$ cat src/rtl/step_burst_gen.sv
// Burst generator for the single-step emulator clock gate: one start command
// becomes N go pulses, each followed by a guaranteed low gap.
module step_burst_gen #(
  parameter int CNT_WIDTH = 16,
  parameter int HIGH_CYC  = 1,
  parameter int LOW_CYC   = 1
) (
  input  logic                 __emu_clk,
  input  logic                 __emu_rst_n,
  input  logic                 start_i,
  input  logic [CNT_WIDTH-1:0] n_steps_i,
  input  logic                 abort_i,
  output logic                 go_o,
  output logic                 busy_o,
  output logic                 done_o,
  output logic                 aborted_o,
  output logic [CNT_WIDTH-1:0] steps_done_o
);

  localparam int PH_MAX = (HIGH_CYC > LOW_CYC) ? HIGH_CYC : LOW_CYC;
  localparam int PH_W   = (PH_MAX > 1) ? $clog2(PH_MAX) : 1;
  localparam logic [PH_W-1:0] HIGH_LOAD = PH_W'(HIGH_CYC - 1);
  localparam logic [PH_W-1:0] LOW_LOAD  = PH_W'(LOW_CYC - 1);

  typedef enum logic [1:0] {
    IDLE = 2'd0,
    HIGH = 2'd1,
    LOW  = 2'd2
  } state_t;

  state_t               state;
  logic [CNT_WIDTH-1:0] target;
  logic [PH_W-1:0]      phase;
  logic                 abort_pend;
  logic                 drain_abort;

  // An abort seen on the very last LOW cycle must still be reported.
  assign drain_abort = abort_pend | abort_i;

  always_ff @(posedge __emu_clk or negedge __emu_rst_n) begin
    if (!__emu_rst_n) begin
      state        <= IDLE;
      target       <= '0;
      phase        <= '0;
      abort_pend   <= 1'b0;
      go_o         <= 1'b0;
      busy_o       <= 1'b0;
      done_o       <= 1'b0;
      aborted_o    <= 1'b0;
      steps_done_o <= '0;
    end else begin
      done_o <= 1'b0;
      case (state)
        IDLE: begin
          if (start_i && !abort_i) begin
            target     <= n_steps_i;
            aborted_o  <= 1'b0;
            abort_pend <= 1'b0;
            if (n_steps_i != '0) begin
              steps_done_o <= CNT_WIDTH'(1);
              go_o         <= 1'b1;
              busy_o       <= 1'b1;
              phase        <= HIGH_LOAD;
              state        <= HIGH;
            end else begin
              steps_done_o <= '0;
              done_o       <= 1'b1;
            end
          end
        end

        // The rising edge already went out, so an abort here only cuts the
        // high time short; the full low gap still follows.
        HIGH: begin
          if (abort_i || phase == '0) begin
            go_o       <= 1'b0;
            phase      <= LOW_LOAD;
            abort_pend <= abort_i;
            state      <= LOW;
          end else begin
            phase <= phase - PH_W'(1);
          end
        end

        LOW: begin
          if (phase == '0) begin
            if (drain_abort || steps_done_o == target) begin
              busy_o     <= 1'b0;
              done_o     <= 1'b1;
              aborted_o  <= drain_abort;
              abort_pend <= 1'b0;
              state      <= IDLE;
            end else begin
              go_o         <= 1'b1;
              steps_done_o <= steps_done_o + CNT_WIDTH'(1);
              phase        <= HIGH_LOAD;
              state        <= HIGH;
            end
          end else begin
            phase <= phase - PH_W'(1);
            if (abort_i) abort_pend <= 1'b1;
          end
        end

        default: state <= IDLE;
      endcase
    end
  end

endmodule
$ cat config.mk
export PLATFORM = sky130hd
export DESIGN_NAME = step_burst_gen
export DESIGN_NICKNAME = d
export VERILOG_FILES = /design/src/rtl/step_burst_gen.sv
export SDC_FILE = /design/constraint.sdc
export NUM_CORES = 1
export LEC_CHECK = 0
export ABC_CLOCK_PERIOD_IN_PS = 2000
export BUFFER_PORTS_ARGS = -buffer_cell sky130_fd_sc_hd__buf_2
export CORE_MARGIN = 2
export CORE_UTILIZATION = 35
export CTS_CLUSTER_SIZE = 14
export DETAILED_ROUTE_END_ITERATION = 8
export HOLD_SLACK_MARGIN = 0.08
export PLACE_DENSITY = 0.64
export SETUP_SLACK_MARGIN = 0.1
export SLEW_MARGIN = 20
export SYNTH_ARGS = -nofsm -noshare
export SYNTH_HDL_FRONTEND = slang
export SYNTH_SLANG_ARGS = --single-unit
$ cat constraint.sdc
create_clock -name __emu_clk -period 2 [get_ports __emu_clk]
set_input_delay 0.1 -clock __emu_clk [delete_from_list [all_inputs] [get_ports __emu_clk]]
set_output_delay 0.1 -clock __emu_clk [all_outputs]
set_load 0.005 [all_outputs]
==> results of run 1 <==
## layout by cell type (no fill, tap or decap), types with 3 or more instances in the layout
cell type                       count
sky130_fd_sc_hd__buf_2             39
sky130_fd_sc_hd__mux2i_1            5
sky130_fd_sc_hd__nand4_1            6
sky130_fd_sc_hd__nor2b_1            3
sky130_fd_sc_hd__a21oi_2            4
sky130_fd_sc_hd__and3_1             3
sky130_fd_sc_hd__nand2_1           11
sky130_fd_sc_hd__a21oi_1            5
sky130_fd_sc_hd__nor4_2             5
sky130_fd_sc_hd__o21ai_0            7
sky130_fd_sc_hd__o21ai_1            3
sky130_fd_sc_hd__nor4_1             4
sky130_fd_sc_hd__inv_1              3
sky130_fd_sc_hd__clkbuf_8           5
sky130_fd_sc_hd__dfrtp_1           38
sky130_fd_sc_hd__buf_6              8
sky130_fd_sc_hd__nand3_2            5
sky130_fd_sc_hd__o211ai_1           3
sky130_fd_sc_hd__and2_4             4
sky130_fd_sc_hd__mux2_2            16
sky130_fd_sc_hd__nor2_1             6
sky130_fd_sc_hd__xor2_1            15
sky130_fd_sc_hd__dlygate4sd3_1     17
sky130_fd_sc_hd__buf_4             47
## power groups by stage
stage          sequential [mW]  clock (mW)  combinational [mW]
2_1_floorplan             1.27           0                1.05
6_report                  1.30       0.694                2.12
3_5_place_dp              1.31           0                1.65
5_1_grt                   1.33       0.733                2.29
4_1_cts                   1.30       0.697                1.88
3_3_place_gp              1.30           0                1.64
## registers in the layout (all words and copies together), names as in the netlist
signal / cells
abort_pend: 1
aborted_o: 1
busy_o: 1
done_o: 1
go_o: 1
phase: 1
state: 2
steps_done_o: 16
target: 16
## Yosys cell counts (all sizes together), types with 2 or more instances
| master | number |
|---|---|
| dfrtp | 40 |
| or3 | 3 |
| and3 | 3 |
| a311oi | 2 |
| nand3 | 7 |
| or4 | 2 |
| nor4 | 9 |
| o31a | 2 |
| nand2b | 3 |
| xor2 | 16 |
| buf | 5 |
| inv | 5 |
| nor2b | 3 |
| a31oi | 2 |
| o21ai | 12 |
| a21o | 2 |
| mux2 | 17 |
| a2111oi | 2 |
| nor2 | 7 |
| a21oi | 11 |
| o211ai | 3 |
| nand2 | 13 |
| and2 | 5 |
| a41oi | 3 |
| mux2i | 5 |
| clkbuf | 2 |
| and4 | 2 |
| ha | 5 |
| nand4 | 7 |
| a211oi | 4 |
## stage by stage
stage	setup TNS, ns	std cells	hold slack, ns	util, %	power (mW)
after detailed placement	-0.297	364	0.0371	45.7	2.96
after global routing	-1.32	403	0.270	55.7	4.36
final	-0.202	403	0.239	55.7	4.11
after floorplan	0	214	-0.196	-	2.32
after global placement	-0.162	364	0.0334	45.7	2.94
after CTS	-0.180	399	0.247	53.5	3.87
## routing by layer
metal | part of all wire, % | wire [µm]
met1 | 41 | 2890
met2 | 52 | 3610
met3 | 4.0 | 278
met4 | 3.2 | 223
met5 | 0 | 0
## what timing repair did
item	CTS	global route
cloned	0	0
endpoints found under the hold margin	31	0
resized for setup	32	24
setup buffers	10	4
hold buffers	17	0
pin swaps	20	12
endpoints found under the setup margin	20	27
## worst max-delay path by stage
| stage | depth (start not counted) | endpoint | slack, ns |
|---|---|---|---|
| 2_1_floorplan | 8 | steps_done_o[15] | 0.1 |
| 3_3_place_gp | 6 | steps_done_o[7] | -0.08 |
| 3_5_place_dp | 6 | steps_done_o[7] | -0.09 |
| 4_1_cts | 6 | steps_done_o[0] | -0.06 |
| 5_1_grt | 7 | steps_done_o[15] | -0.12 |
| 6_report | 7 | steps_done_o[13] | -0.06 |
## cell type report
| type | count | area share (%) |
|---|---|---|
| Sequential cell | 40 | 28.4 |
| Clock inverter | 3 | 1.31 |
| Inverter | 5 | 0.531 |
| Timing Repair Buffer | 111 | 22.9 |
| Tap cell | 77 | 2.72 |
| Clock buffer | 5 | 1.95 |
| Multi-Input combinational cell | 162 | 42.3 |
## logic make-up after synthesis
| kind of cell | after synthesis | synth area share (%) |
|---|---|---|
| compound gates | 51 | 16.1 |
| xor+xnor | 16 | 6.40 |
| fa+ha+maj | 5 | 2.71 |
| buf+inv | 12 | 2.71 |
| flops | 40 | 43.4 |
| mux | 22 | 10.5 |
| simple gates | 68 | 18.3 |
==> Implementation_results.wiki, run 1 <==
{| class="wikitable"
! Metric !! Value
|-
| Outcome || complete, but fails checks
|-
| Failing checks || setup timing
|-
| RSZ-0062 raised after global routing || yes
|-
| Post-synth EDFFs || 0
|-
| CTS H-Tree Depth || 2
|-
| Clock latency on the worst-skew pair || 0.31 ns
|-
| Standard-cell row count || 29
|-
| Root Driver || sky130_fd_sc_hd__clkbuf_8
|-
| Netlist cell types || 54
|-
| Area share of the largest cell type after synthesis || 43.4%
|-
| Total of endpoints with negative setup slack in the final report || 7
|-
| Worst reg2reg path endpoint || steps_done_o[13]
|-
| Total Nets Final || 350
|-
| Number of diodes || 0
|-
| Worst IR drop on VDD || 0.000757 V
|-
| Met2 capacity usage during global routing || 33.7%
|-
| Worst slack at placement || -0.0940 ns
|-
| Worst path cell trace || xor2_1 > nor4_2 > nand4_2 > a22o_4 > buf_6 > nand3_2 > mux2i_1
|-
| Data required time of the worst path || 2.21 ns
|-
| Number of antenna violations at the first check in global routing || 0
|-
| Total Routed Length || 7010 µm
|-
| Via count of the routed design || 2213
|-
| Clk_skew || 0.00791 ns
|-
| Grt peak-use layer || met2
|-
| Starting DRC count in detailed routing || 100
|-
| Kind of critical path || reg -> reg
|-
| Die footprint || 0.00726 mm²
|-
| Finished layout cell area || 0.00354 mm²
|-
| Main area contributors after synthesis || sky130_fd_sc_hd__dfrtp_1 43%, sky130_fd_sc_hd__mux2_2 8.3%, sky130_fd_sc_hd__xor2_1 5.7%
|-
| Net Sw Power || 1.61 mW
|-
| Number of port buffers || 39
|-
| Met3 track demand over resource in global routing || 3.11%
|-
| Top_reg_cell synth || sky130_fd_sc_hd__dfrtp_1
|-
| Worst path arrival time || 2.27 ns
|-
| Register area share after synthesis || 43.4%
|-
| Ratio of cells with drive above 1 in the final layout || 53.1%
|-
| First element of the critical path || steps_done_o[3]
|-
| Flip-flop and latch area || 0.00100 mm²
|-
| Leak Pwr || 1.63 nW
|-
| Filler Cell Count || 561
|-
| Max-cap violations || 0
|-
| Initial cell density of the core || 36.4%
|-
| Kind of cell adding the most delay to the critical path || simple AND/OR/NAND/NOR gates
|-
| Remaining routing DRC violations || 0
|-
| I/O pin count || 40
|-
| FF-to-FF Start || steps_done_o[3]
|-
| Mean Syn Cell Area || 10.8 µm²
|-
| Post-synthesis sequential element count || 40
|-
| Detailed-placement wirelength estimate || 4740 µm
|-
| Pre-Repair DR Iteration Count || 4
|-
| Die W || 85.2 µm
|-
| Number of nets in the synthesized netlist || 239
|-
| Grt total ovfl || 0
|-
| Critical Path Sink Type || register
|-
| FFs w/ async S/R, synth || 100%
|-
| CTS Buf Count || 5
|-
| Yosys synthesis warning count || 0
|-
| Area Overhead vs Synth || 53.2%
|-
| Number of max-slew violations in the final report || 0
|-
| Clock network power share || 16.9%
|-
| TritonCTS clock tree || built
|-
| Standard cell core area || 0.00635 mm²
|-
| Clock-pin slew on the worst setup and hold paths || 0.09 ns
|-
| Placer's final routability congestion estimate || 0.826
|-
| Internal portion of total power || 2.51 mW
|-
| Library cell contributing the largest single delay on the critical path || sky130_fd_sc_hd__dfrtp_1
|-
| Tightest Pin Transition || 0.453 ns
|-
| Fraction of power spent switching nets || 39.1%
|-
| Area of the mapped netlist || 0.00231 mm²
|-
| Die boundary height || 85.2 µm
|-
| Worst reg-to-reg setup slack || -0.06 ns
|-
| Total area of multi-input combinational cells || 0.00149 mm²
|-
| Combinational cell fraction of total power || 51.6%
|-
| Overall fraction of global-route tracks in use || 19.2%
|-
| Clock sinks || 40
|-
| Cells after Synth || 214
|-
| Final critical delay including setup and external delays || 2.06 ns
|-
| Leading area contributor after synthesis || sky130_fd_sc_hd__dfrtp_1
|-
| Power Dens Cells || 1160 mW/mm²
|-
| CP bufs+invs || 1
|-
| Sequential cell fraction of total power || 31.5%
|-
| Final clock period utilization by the worst path || 103%
|-
| Clock Tree Buf Depth || 2
|-
| First-pass GRT wire length || 10900 µm
|-
| Via count of the first global-routing pass || 2201
|-
| Worst min-delay path category || in -> async
|-
| Top fanout value on the critical path || 5
|-
| Worst Reg-to-Reg Cells || 7
|-
| Highest clock rate || 484 MHz
|-
| Largest net degree at the start of global routing || 26
|-
| Kind of start point of the critical path || register
|-
| Maximum cell stage delay along the critical path || 0.43 ns
|-
| Worst path setup slack after routing || -0.0643 ns
|-
| Ratio of routed vias to standard cells || 5.49
|-
| Cell area reported after detailed placement || 0.00290 mm²
|-
| Grt met1 use || 23.9%
|-
| Slew HR || 69.7%
|-
| Post-DR wirelength/cell || 17.4 µm
|-
| Count of antenna-violating nets left after detailed routing || 0
|-
| Hold violation count in the final report || 0
|}
Power figures use the tool's default switching activity.
==> run 2, diff against run 1 <==
--- a/config.mk
+++ b/config.mk
@@ -5,6 +5,7 @@
 export SDC_FILE = /design/constraint.sdc
 export NUM_CORES = 1
 export LEC_CHECK = 0
+export ABC_AREA = 1
 export ABC_CLOCK_PERIOD_IN_PS = 2000
 export BUFFER_PORTS_ARGS = -buffer_cell sky130_fd_sc_hd__buf_2
 export CORE_MARGIN = 2
==> Implementation_results.wiki, run 2 <==
{| class="wikitable"
! Metric !! Value
|-
| Die boundary height || 87.3 µm
|-
| Main area contributors after synthesis || sky130_fd_sc_hd__dfrtp_1 41%, sky130_fd_sc_hd__nand2_1 17%, sky130_fd_sc_hd__inv_1 7.0%
|-
| Utilization after layout || 44.0%
|-
| Kind of critical path || reg -> reg
|-
| Post-synth EDFFs || 0
|-
| Standard cell core area || 0.00676 mm²
|-
| Clock-pin slew on the worst setup and hold paths || 0.08 ns
|-
| Standard-cell row count || 30
|-
| Maximum cell stage delay along the critical path || 0.41 ns
|-
| Top_reg_cell synth || sky130_fd_sc_hd__dfrtp_1
|-
| Detailed-placement wirelength estimate || 4260 µm
|-
| Clock latency on the worst-skew pair || 0.30 ns
|-
| Overall fraction of global-route tracks in use || 16.1%
|-
| Critical Path Sink Type || register
|-
| Worst reg2reg path endpoint || steps_done_o[12]
|-
| Netlist cell types || 31
|-
| Number of max-slew violations in the final report || 0
|-
| Leak Pwr || 1.53 nW
|-
| Final critical delay including setup and external delays || 1.81 ns
|-
| Register area share after synthesis || 41.2%
|-
| Fraction of power spent switching nets || 41.9%
|-
| FFs w/ async S/R, synth || 100%
|-
| Tightest Pin Transition || 0.629 ns
|-
| Ratio of cells with drive above 1 in the final layout || 20.4%
|-
| Number of cells traversed by the worst hold path || 3
|-
| Clock network power share || 16.9%
|-
| Internal portion of total power || 1.95 mW
|-
| Pre-Repair DR Iteration Count || 4
|-
| CP bufs+invs || 3
|-
| Via count of the routed design || 2260
|-
| Worst min-delay path category || in -> reg
|-
| Number of diodes || 0
|-
| Die footprint || 0.00762 mm²
|-
| I/O pin count || 40
|-
| Filler Cell Count || 705
|-
| FF-to-FF Start || state[1]
|-
| Clk_skew || 0.0109 ns
|-
| Slew HR || 58.1%
|-
| Endpoint with the worst hold slack || target[8]
|-
| Total Nets Final || 422
|-
| Number of port buffers || 39
|-
| Placer's final routability congestion estimate || 0.863
|-
| Registers with the most flip-flops || steps_done_o: 16 flops, target: 16 flops, state: 2 flops
|-
| Max-cap violations || 0
|-
| Die W || 87.3 µm
|-
| Worst path arrival time || 1.99 ns
|-
| Data required time of the worst path || 2.18 ns
|-
| Clock sinks || 40
|-
| Area of the mapped netlist || 0.00243 mm²
|-
| RSZ-0062 raised after global routing || yes
|-
| Worst Reg-to-Reg Cells || 10
|-
| Setup TNS Final || 0 ns
|-
| Clock Tree Buf Depth || 2
|-
| Post-DR wirelength/cell || 11.9 µm
|-
| Kind of cell adding the most delay to the critical path || compound AO/OA/AOI/OAI gates
|-
| Total of endpoints with negative setup slack in the final report || 0
|-
| Area Overhead vs Synth || 22.2%
|-
| Largest net degree at the start of global routing || 28
|-
| TritonCTS clock tree || built
|-
| Worst reg-to-reg setup slack || 0.19 ns
|-
| Worst IR drop on VDD || 0.000436 V
|-
| Sequential cell fraction of total power || 37.2%
|-
| Via count of the first global-routing pass || 2076
|-
| Power Dens Cells || 1130 mW/mm²
|-
| Total Routed Length || 5670 µm
|-
| Combinational cell fraction of total power || 45.9%
|-
| Number of antenna violations at the first check in global routing || 0
|-
| Commonest cells after routing, fill and taps aside || 111 x sky130_fd_sc_hd__nand2_1, 45 x sky130_fd_sc_hd__inv_1, 39 x sky130_fd_sc_hd__dfrtp_1, 39 x sky130_fd_sc_hd__buf_2, 31 x sky130_fd_sc_hd__nor2_1
|-
| Area share of the largest cell type after synthesis || 41.2%
|-
| CTS H-Tree Depth || 2
|-
| Mean Syn Cell Area || 7.17 µm²
|-
| Remaining routing DRC violations || 0
|-
| Post-synthesis sequential element count || 40
|-
| Grt total ovfl || 0
|-
| Count of antenna-violating nets left after detailed routing || 0
|-
| Ratio of routed vias to standard cells || 4.73
|-
| CTS Buf Count || 5
|-
| Net Sw Power || 1.41 mW
|-
| Library cell contributing the largest single delay on the critical path || sky130_fd_sc_hd__dfrtp_1
|-
| Highest clock rate || 551 MHz
|-
| Kind of start point of the critical path || register
|-
| Most frequent cell on the critical path || sky130_fd_sc_hd__inv_1
|-
| Most common cell in the netlist || sky130_fd_sc_hd__nand2_1
|-
| Min-Delay Startpoint || n_steps_i[8]
|-
| Root Driver || sky130_fd_sc_hd__clkbuf_8
|-
| Top cell types by occurrence after synthesis || 111 x sky130_fd_sc_hd__nand2_1, 45 x sky130_fd_sc_hd__inv_1, 40 x sky130_fd_sc_hd__dfrtp_1
|-
| Hold violation count in the final report || 0
|-
| Yosys synthesis warning count || 0
|-
| Starting DRC count in detailed routing || 99
|-
| Initial cell density of the core || 36.0%
|-
| Outcome || finished, final reports clean
|-
| Leading area contributor after synthesis || sky130_fd_sc_hd__dfrtp_1
|-
| Cells after Synth || 339
|-
| First-pass GRT wire length || 9450 µm
|-
| Commonest non-fill, non-tap cell in the layout || sky130_fd_sc_hd__nand2_1
|-
| Top fanout value on the critical path || 13
|-
| Worst path cell trace || inv_1 > ha_1 > inv_1 > a21oi_1 > a21oi_2 > o21a_4 > a21boi_4 > buf_12 > nand2_1 > o21ai_1
|-
| Number of nets in the synthesized netlist || 364
|-
| Final clock period utilization by the worst path || 90.7%
|}
-- run 2: layout make-up --
cell class	instances	area [µm²]	share of cell area, %
clock inverter	2	10.0	0.337
sequential	40	1000	33.7
tap	80	100	3.37
inverter	52	195	6.57
timing repair buffer	58	378	12.7
clock buffer	6	82.6	2.78
multi-input combinational	240	1200	40.5
-- run 2: per-stage QoR --
stage          setup WS, ns  power (mW)  hold WS (ns)  cell area (µm²)  cells
2_1_floorplan         0.303        2.34        -0.196             2430    339
3_3_place_gp          0.145        2.65         0.153             2730    458
4_1_cts               0.148        3.31        0.0816             2940    477
5_1_grt              0.0334        3.67         0.110             2970    478
3_5_place_dp         0.0309        2.69         0.156             2730    458
6_report              0.186        3.36        0.0735             2970    478
-- run 2: repair_timing --
item / 4_1_cts / 5_1_grt
pin swaps: 0 / 0
hold buffers: 11 / 0
setup endpoints to repair: 8 / 9
setup buffers: 0 / 1
resized for setup: 2 / 3
endpoints found under the hold margin: 35 / 0
-- run 2: worst max-delay path by stage --
| stage | startpoint | end | slack [ns] | cells past startpoint |
|---|---|---|---|---|
| 2_1_floorplan | state[0] | steps_done_o[10] | 0.30 | 9 |
| 3_3_place_gp | steps_done_o[0] | steps_done_o[14] | 0.14 | 10 |
| 3_5_place_dp | state[0] | steps_done_o[5] | 0.03 | 9 |
| 4_1_cts | steps_done_o[1] | steps_done_o[14] | 0.15 | 10 |
| 5_1_grt | state[0] | steps_done_o[5] | 0.03 | 10 |
| 6_report | state[1] | steps_done_o[12] | 0.19 | 10 |
-- run 2: cells by family (layout without fill, tap and decap cells) --
logic type	after synthesis	count (layout)	share of synthesized area [%]
adder cells (fa/ha/maj)	5	5	2.57
AO/OA/AOI/OAI	45	45	10.6
XOR/XNOR	9	9	3.24
flip-flops	40	40	41.2
buffers and inverters	59	118	10.1
AND/OR/NAND/NOR	181	181	32.3
-- run 2: tightest hold or removal path, stage by stage --
cell,delay [ns]
sky130_fd_sc_hd__buf_2,0.09
sky130_fd_sc_hd__inv_1,0.06
sky130_fd_sc_hd__o21ai_0,0.08
-- run 2: power groups by stage --
stage | combinational, mW | clock (mW) | sequential, mW
floorplan | 1.12 | 0 | 1.22
global placement | 1.39 | 0 | 1.26
detailed placement | 1.42 | 0 | 1.27
CTS | 1.46 | 0.587 | 1.26
global route | 1.76 | 0.620 | 1.29
finish | 1.54 | 0.570 | 1.25
-- run 2: metal layers --
metal / routed length (µm) / track usage (%)
met5: 0 / 0
met4: 144 / 6.43
met3: 302 / 3.22
met2: 2680 / 26.8
met1: 2540 / 20.3
==> run 3, diff against run 2 <==
--- a/config.mk
+++ b/config.mk
@@ -6,14 +6,13 @@
 export NUM_CORES = 1
 export LEC_CHECK = 0
 export ABC_AREA = 1
-export ABC_CLOCK_PERIOD_IN_PS = 2000
 export BUFFER_PORTS_ARGS = -buffer_cell sky130_fd_sc_hd__buf_2
 export CORE_MARGIN = 2
 export CORE_UTILIZATION = 35
 export CTS_CLUSTER_SIZE = 14
 export DETAILED_ROUTE_END_ITERATION = 8
 export HOLD_SLACK_MARGIN = 0.08
-export PLACE_DENSITY = 0.64
+export PLACE_DENSITY = 0.53
 export SETUP_SLACK_MARGIN = 0.1
 export SLEW_MARGIN = 20
 export SYNTH_ARGS = -nofsm -noshare
==> Implementation_results.wiki, run 3 (same netlist as run 2, synthesis figures left out) <==
{| class="wikitable"
! Metric !! Value
|-
| Top fanout value on the critical path || 17
|-
| Worst path arrival time || 1.92 ns
|-
| Filler Cell Count || 713
|-
| Die boundary height || 87.3 µm
|-
| Largest net degree at the start of global routing || 22
|-
| Detailed-placement wirelength estimate || 4450 µm
|-
| Worst slack at placement || 0.0644 ns
|-
| Standard cell core area || 0.00676 mm²
|-
| RSZ-0062 raised after global routing || no
|-
| Finished layout cell area || 0.00296 mm²
|-
| I/O pin count || 40
|-
| Leak Pwr || 1.52 nW
|-
| Cell area reported after detailed placement || 0.00275 mm²
|-
| Remaining routing DRC violations || 0
|-
| Total Nets Final || 419
|-
| Number of diodes || 0
|-
| Clock latency on the worst-skew pair || 0.29 ns
|-
| Clock-pin slew on the worst setup and hold paths || 0.08 ns
|-
| Clock sinks || 40
|-
| CTS Buf Count || 5
|-
| Via count of the first global-routing pass || 2078
|-
| Commonest non-fill, non-tap cell in the layout || sky130_fd_sc_hd__nand2_1
|-
| Kind of start point of the critical path || register
|-
| Placer's final routability congestion estimate || 0.840
|-
| Placed Cells || 459
|-
| Setup TNS Final || 0 ns
|-
| Ratio of cells with drive above 1 in the final layout || 21.3%
|-
| Registers with the most flip-flops || steps_done_o: 16 flops, target: 16 flops, state: 2 flops
|-
| Filler-free cell count of the finished design || 475
|-
| Count of antenna-violating nets left after detailed routing || 0
|-
| Met2 capacity usage during global routing || 26.2%
|-
| Area Overhead vs Synth || 21.8%
|-
| Met3 track demand over resource in global routing || 3.70%
|-
| Via count of the routed design || 2200
|-
| Number of max-slew violations in the final report || 0
|-
| Initial cell density of the core || 36.0%
|-
| Grt total ovfl || 0
|-
| Flip-flop and latch area || 0.00100 mm²
|-
| Outcome || finished, final reports clean
|-
| Kind of cell adding the most delay to the critical path || compound AO/OA/AOI/OAI gates
|-
| Total Routed Length || 5830 µm
|-
| Number of port buffers || 39
|-
| Data required time of the worst path || 2.21 ns
|-
| Total area of multi-input combinational cells || 0.00120 mm²
|-
| TritonCTS clock tree || built
|-
| Clk_skew || 0.00611 ns
|-
| Clock Tree Buf Depth || 2
|-
| Max-cap violations || 0
|-
| Die footprint || 0.00762 mm²
|-
| Tightest Pin Transition || 0.504 ns
|-
| Final clock period utilization by the worst path || 85.6%
|-
| Highest clock rate || 584 MHz
|-
| Final critical delay including setup and external delays || 1.71 ns
|-
| Worst path cell trace || inv_1 > ha_2 > inv_1 > a21oi_1 > a21oi_2 > o21a_4 > buf_4 > nand2_8 > nand2_1 > o21ai_1
|-
| Root Driver || sky130_fd_sc_hd__clkbuf_8
|-
| Hold violation count in the final report || 0
|-
| Library cell contributing the largest single delay on the critical path || sky130_fd_sc_hd__dfrtp_1
|-
| Slew HR || 66.4%
|-
| Die W || 87.3 µm
|-
| Pre-Repair DR Iteration Count || 4
|-
| Overall fraction of global-route tracks in use || 16.5%
|-
| Commonest cells after routing, fill and taps aside || 111 x sky130_fd_sc_hd__nand2_1, 45 x sky130_fd_sc_hd__inv_1, 39 x sky130_fd_sc_hd__buf_2
|-
| First-pass GRT wire length || 9870 µm
|-
| Post-DR wirelength/cell || 12.3 µm
|-
| Kind of critical path || reg -> reg
|-
| Most frequent cell on the critical path || sky130_fd_sc_hd__inv_1
|-
| Critical Path Sink Type || register
|-
| Worst IR drop on VDD || 0.000483 V
|-
| Starting DRC count in detailed routing || 88
|-
| CP bufs+invs || 3
|-
| Worst min-delay path category || in -> reg
|-
| CTS H-Tree Depth || 2
|-
| Standard-cell row count || 30
|-
| Number of antenna violations at the first check in global routing || 0
|-
| Total of endpoints with negative setup slack in the final report || 0
|-
| Worst path setup slack after routing || 0.289 ns
|-
| Grt peak-use layer || met2
|-
| Grt met1 use || 22.7%
|-
| Ratio of routed vias to standard cells || 4.63
|-
| Final Hold Slack || 0.0815 ns
|-
| Power Dens Cells || 1180 mW/mm²
|-
| Maximum cell stage delay along the critical path || 0.41 ns
|}
==> run 3: repair_timing <==
action | 4_1_cts | 5_1_grt
pin swaps | 0 | 0
hold buffers | 5 | 0
setup endpoints to repair | 8 | 13
gates resized for setup | 1 | 5
endpoints found under the hold margin | 23 | 0
setup buffers | 0 | 3
==> run 3: routing by layer <==
| metal | part of all wire (%) | wire length, µm |
|---|---|---|
| met3 | 5.9 | 344 |
| met5 | 0 | 0 |
| met2 | 46 | 2680 |
| met1 | 47 | 2750 |
| met4 | 0.98 | 57 |
==> run 3: worst paths after layout <==
check	start	end	slack, ns	cells past startpoint
min in group asynchronous	__emu_rst_n	target[2]	0.30	2
max	state[1]	steps_done_o[11]	0.29	10
min reg2reg	abort_pend	abort_pend	0.48	2
max in group asynchronous	__emu_rst_n	target[9]	1.20	3
max reg2reg	state[1]	steps_done_o[11]	0.29	10
min	n_steps_i[15]	target[15]	0.08	3
==> run 3: report_power, final <==
part | internal (mW) | switching [mW]
Combinational | 0.641 | 0.918
Clock | 0.371 | 0.295
Sequential | 1.05 | 0.204
==> run 3: tightest hold or removal path: cells and delay by family <==
family	cells	cell delay [ns]
buffers and inverters	2	0.14
AO/OA/AOI/OAI	1	0.08
==> run 3: area by class of cell <==
cell class | instances | area share [%]
inverters | 52 | 6.60
repair buffers | 55 | 11.9
clock inverters | 2 | 1.18
flip-flops and latches | 40 | 33.9
well taps | 80 | 3.38
multi-input cells | 240 | 40.5
clock buffers | 6 | 2.45
==> run 3: stage by stage <==
step                      power, mW  utilization [%]
final                          3.48             43.8
after detailed placement       2.70             40.6
after global routing           3.79             43.8
after floorplan                2.34                -
after global placement         2.67             40.6
after CTS                      3.41             43.1
